## src/rtl/text_pixel_pipe.sv

```systemverilog
// rtl/text_pixel_pipe.sv - three-stage text-mode pixel pipeline
// (character RAM -> font ROM -> colour) with a blinking cursor overlay.
module text_pixel_pipe #(
   parameter logic [7:0] FG_COLOR = 8'hFF,
   parameter logic [7:0] BG_COLOR = 8'h00
) (
   input  logic        clk,
   input  logic        rst,
   input  logic        pix_en,
   input  logic [9:0]  hcount,
   input  logic [9:0]  vcount,
   input  logic        video_on,
   input  logic        hsync_in,
   input  logic        vsync_in,
   input  logic        cursor_en,
   input  logic [6:0]  cursor_col,
   input  logic [4:0]  cursor_row,
   output logic [11:0] char_addr,
   input  logic [7:0]  char_data,
   output logic [11:0] font_addr,
   input  logic [7:0]  font_data,
   output logic        Hsync,
   output logic        Vsync,
   output logic [7:0]  ColorOut
);

   logic [6:0]  col;
   logic [4:0]  row;
   logic [11:0] cell_addr;
   logic        blink;
   logic        cursor_hit;
   logic        unused_vbit;

   assign col         = hcount[9:3];
   assign row         = vcount[8:4];
   assign cell_addr   = {7'd0, row} * 12'd80 + {5'd0, col};
   assign unused_vbit = vcount[9];

   // Frame counter drives the cursor blink; the edge detector runs every clk.
   logic       vsync_prev;
   logic [4:0] frame_cnt;

   always_ff @(posedge clk or negedge rst) begin
      if (!rst) begin
         vsync_prev <= 1'b1;
         frame_cnt  <= 5'd0;
      end else begin
         vsync_prev <= vsync_in;
         if (pix_en && vsync_prev && !vsync_in)
            frame_cnt <= frame_cnt + 5'd1;
      end
   end

   assign blink      = frame_cnt[4];
   assign cursor_hit = cursor_en & blink & (col == cursor_col) & (row == cursor_row);

   // Stage 1: character address plus sideband.
   logic       s1_hs, s1_vs, s1_von, s1_cur;
   logic [2:0] s1_gcol;
   logic [3:0] s1_grow;

   always_ff @(posedge clk or negedge rst) begin
      if (!rst) begin
         char_addr <= 12'd0;
         s1_hs     <= 1'b1;
         s1_vs     <= 1'b1;
         s1_von    <= 1'b0;
         s1_cur    <= 1'b0;
         s1_gcol   <= 3'd0;
         s1_grow   <= 4'd0;
      end else if (pix_en) begin
         char_addr <= cell_addr;
         s1_hs     <= hsync_in;
         s1_vs     <= vsync_in;
         s1_von    <= video_on;
         s1_cur    <= cursor_hit;
         s1_gcol   <= hcount[2:0];
         s1_grow   <= vcount[3:0];
      end
   end

   // Stage 2: font address from the returned character code.
   logic       s2_hs, s2_vs, s2_von, s2_cur;
   logic [2:0] s2_gcol;

   always_ff @(posedge clk or negedge rst) begin
      if (!rst) begin
         font_addr <= 12'd0;
         s2_hs     <= 1'b1;
         s2_vs     <= 1'b1;
         s2_von    <= 1'b0;
         s2_cur    <= 1'b0;
         s2_gcol   <= 3'd0;
      end else if (pix_en) begin
         font_addr <= {char_data, s1_grow};
         s2_hs     <= s1_hs;
         s2_vs     <= s1_vs;
         s2_von    <= s1_von;
         s2_cur    <= s1_cur;
         s2_gcol   <= s1_gcol;
      end
   end

   // Stage 3: glyph bit select, cursor inversion and blanking.
   logic [2:0] bit_idx;
   logic       pix_bit;

   assign bit_idx = 3'd7 - s2_gcol;
   assign pix_bit = font_data[bit_idx] ^ s2_cur;

   always_ff @(posedge clk or negedge rst) begin
      if (!rst) begin
         Hsync    <= 1'b1;
         Vsync    <= 1'b1;
         ColorOut <= 8'h00;
      end else if (pix_en) begin
         Hsync    <= s2_hs;
         Vsync    <= s2_vs;
         ColorOut <= s2_von ? (pix_bit ? FG_COLOR : BG_COLOR) : 8'h00;
      end
   end

endmodule
```

## config.mk

```make
export PLATFORM = sky130hd
export DESIGN_NAME = text_pixel_pipe
export DESIGN_NICKNAME = d
export VERILOG_FILES = /design/src/rtl/text_pixel_pipe.sv
export SDC_FILE = /design/constraint.sdc
export NUM_CORES = 1
export LEC_CHECK = 0
export ABC_AREA = 1
export BUFFER_PORTS_ARGS = -buffer_cell sky130_fd_sc_hd__buf_2
export CORE_ASPECT_RATIO = 1.1
export CORE_MARGIN = 5
export CORE_UTILIZATION = 30
export DETAILED_ROUTE_END_ITERATION = 12
export PLACE_DENSITY = 0.66
export SYNTH_ARGS = -nofsm -noshare
export SYNTH_HDL_FRONTEND = slang
export SYNTH_SLANG_ARGS = --single-unit
```

## constraint.sdc

```tcl
create_clock -name clk -period 1.05 [get_ports clk]
set_input_delay 0.1575 -clock clk [delete_from_list [all_inputs] [get_ports clk]]
set_output_delay 0.1575 -clock clk [all_outputs]
set_load 0.02 [all_outputs]
```

==> results.py <==
metrics = {
    "outcome": {
        "status": "finished with violations",
        "violations": "setup timing",
    },
    "power_and_ir_drop": {
        "vdd_drop_max_uv": 711,
        "power_density_nw_per_um2": 1420,
        "p_leak_nw": 1.97,
        "total_power_mw": 5.25,
    },
    "timing": {
        "finClkSkew_ns": 0.0122,
        "setup_slack_ns": -0.370,
        "period_share_pct": 135,
        "fin_crit_ns": 1.42,
        "tightest_slew_ns": 0.368,
        "fmax_mhz": 704,
        "slew_headroom_pct": 75.4,
        "hold_viol": 0,
        "rsz0062_at_grt": "yes",
        "setup_viol": 20,
        "final_max_slew_viol_count": 0,
    },
    "setup_path": {
        "worstSetupPathType": "input port to register",
        "cp-end-kind": "register",
        "start_kind": "input port",
        "r2r_slack_ns": -0.12,
        "reg2reg_depth": 3,
        "r2r-end": "frame_cnt[1]",
        "arrival_ns": 1.62,
        "cp.required_ns": 1.25,
        "rr_startpoint": "vsync_prev",
        "path_max_fanout": 2,
    },
    "global_routing": {
        "grt_antenna_before_repair": 0,
        "grt.met2_usage_pct": 21.3,
        "use_met1_pct": 13.9,
        "grt_pass1_wl_um": 10300,
        "grt_usage_pct": 11.9,
        "overflow": 0,
        "grt_pass1_vias": 2297,
        "grt_use_met3_pct": 2.47,
        "grt_max_degree": 27,
        "grt_most_used_layer": "met2",
    },
    "final_layout": {
        "fin_nets": 489,
        "regArea_um2": 1290,
        "area_delta_synth_final_pct": 44.2,
        "drive_gt1_share_pct": 39.0,
        "n_antenna_cell": 0,
        "utilization_pct": 44.3,
        "n_fill_cell": 803,
        "instances_no_fill": 534,
        "multi_input_area_um2": 1260,
    },
    "detailed_routing": {
        "route.detailed.drc": 0,
        "routedWlPerCell_um": 11.6,
        "vias_per_cell": 4.27,
        "routed_wl_um": 6190,
        "first_pass_iters": 4,
        "first_iter_violations": 69,
        "postRouteAntennaNets": 0,
        "vias": 2278,
    },
    "floorplanning": {
        "coreArea_um2": 8360,
        "pin_count": 89,
        "die_y_um": 107,
        "die_w_um": 98.2,
        "start_util_pct": 30.7,
        "rows": 35,
        "dieArea_um2": 10500,
    },
    "logic_synthesis": {
        "synthArstFlopShare_pct": 100,
        "synth.area.top_cells": "dfrtp_1 (43%), nand2_1 (21%), dfstp_2 (7.2%)",
        "ys.flop_type": "dfrtp_1",
        "synthesis.instances": 315,
        "postSynthAreaPerCell_um2": 8.15,
        "ys_seq_area_share_pct": 50.0,
        "yosysTopAreaCell": "dfrtp_1",
        "synth_edf_count": 0,
        "synthesis.nets": 382,
        "netlist_top_cells_count": "nand2_1 (144), dfrtp_1 (44), inv_1 (25), nand3_1 (15), o21ai_0 (14)",
        "ys_ff_latch": 51,
        "synth_top_area_share_pct": 42.9,
        "synth_area_um2": 2570,
        "yosys_warnings": 0,
        "synthDistinctLibCells": 23,
        "synth_most_common_cell": "nand2_1",
    },
    "flow_run": {
        "drv_cap": 0,
    },
    "cts": {
        "clock-sinks": 51,
        "cts_tree": "done",
        "clkTransAtPathRegs_ns": 0.09,
        "ctsLongestPathBuffers": 2,
        "clock_latency_ns": 0.30,
        "numCtsBuffers": 5,
        "h-tree-depth": 2,
        "root_buffer": "clkbuf_8",
    },
    "place": {
        "dp_slack_ns": -0.748,
        "gp_congestion": 0.778,
        "dp.cells": 518,
        "numPortBuffers": 87,
        "hpwl_um": 4840,
    },
    "worst_hold_path": {
        "hold_path.class": "input port to register",
        "min_to": "font_addr[4]",
        "min_from": "char_data[0]",
        "min_path_cells": 3,
    },
}
[worst max path at each step]
stage	startpoint	to	cells after the start
4_1_cts	vcount[7]	char_addr[11]	12
3_3_place_gp	vcount[5]	char_addr[10]	11
5_1_grt	vcount[5]	char_addr[11]	12
6_report	vcount[5]	char_addr[10]	11
3_5_place_dp	vcount[5]	char_addr[11]	13
2_1_floorplan	vcount[5]	char_addr[10]	10
[per-layer routing]
| metal | share of wire, % | wire length [um] |
|---|---|---|
| met1 | 41 | 2530 |
| met2 | 52 | 3230 |
| met3 | 4.9 | 303 |
| met4 | 2.1 | 129 |
| met5 | 0 | 0 |
[cell families (layout without fill, tap and decap cells)]
logic type      after synthesis  in the layout  synth area share, %
flops                        51             51                 50.0
xor+xnor                     12             12                 4.09
buf+inv                      42            150                 7.55
compound gates               19             19                 3.90
fa+ha+maj                    12             12                 6.43
mux                           1              1                0.439
simple gates                178            178                 27.5
[worst max-delay path, stage by stage]
cell     delay, ns
buf_8         0.10
ha_4          0.23
ha_4          0.16
fa_2          0.54
nand2_2       0.06
inv_2         0.06
nand3_1       0.09
inv_1         0.06
nand2_1       0.04
nand3_1       0.06
nand2_1       0.05
[repair_timing]
| action | in CTS | in global routing |
|---|---|---|
| pin swaps | 18 | 16 |
| endpoints found under the hold margin | 11 | 0 |
| setup endpoints to repair | 22 | 32 |
| hold buffers | 2 | 0 |
| resized for setup | 31 | 46 |
| buffers inserted | 2 | 4 |
[per-stage QoR]
stage / hold WS [ns] / area, um2 / TNS, ns
finish: 0.0501 / 3700 / -2.43
global route: 0.0328 / 3700 / -3.37
CTS: 0.0361 / 3520 / -2.09
detailed placement: 0.0916 / 3290 / -4.25
global placement: 0.0877 / 3290 / -3.86
floorplan: -0.138 / 2630 / -2.13
[cell type report]
class | instances | area share [%]
clock buffer | 7 | 2.33
multi-input combinational | 222 | 34.0
sequential | 51 | 34.8
inverter | 26 | 2.70
timing repair buffer | 116 | 22.3
clock inverter | 1 | 0.236
tap | 111 | 3.75
[power breakdown]
part	internal, mW	leakage [nW]	switching [mW]
combinational	0.785	1.31	0.847
sequential	2.26	0.616	0.190
clock	0.541	0.0484	0.629
total	3.59	1.97	1.67
[cells in the final DEF, fill, tap and decap left out, types with 3 or more instances in the layout]
cell and count:
nor2_1 7, nand4_1 3, inv_1 23, buf_2 68, ha_1 5, nand3_1 9
xnor2_1 10, nand2_1 136, nor2_2 3, buf_6 19, buf_8 3, nand3_2 6
ha_4 5, o21ai_0 11, buf_4 22, dfrtp_1 42, dfstp_2 7, nand2_2 8
o21ai_1 3, clkbuf_8 6, nor2_4 5
[registers in the layout (all words and copies together), names as in the netlist]
register	count
vsync_prev	1
s1_von	1
char_addr	12
s1_cur	1
s1_gcol	3
Hsync	1
ColorOut	1
font_addr	12
Vsync	1
s2_cur	1
s2_hs	1
s1_grow	4
s1_hs	1
frame_cnt	5
s2_von	1
s2_vs	1
s2_gcol	3
s1_vs	1
Note: power is estimated with default switching activity, not from simulation.
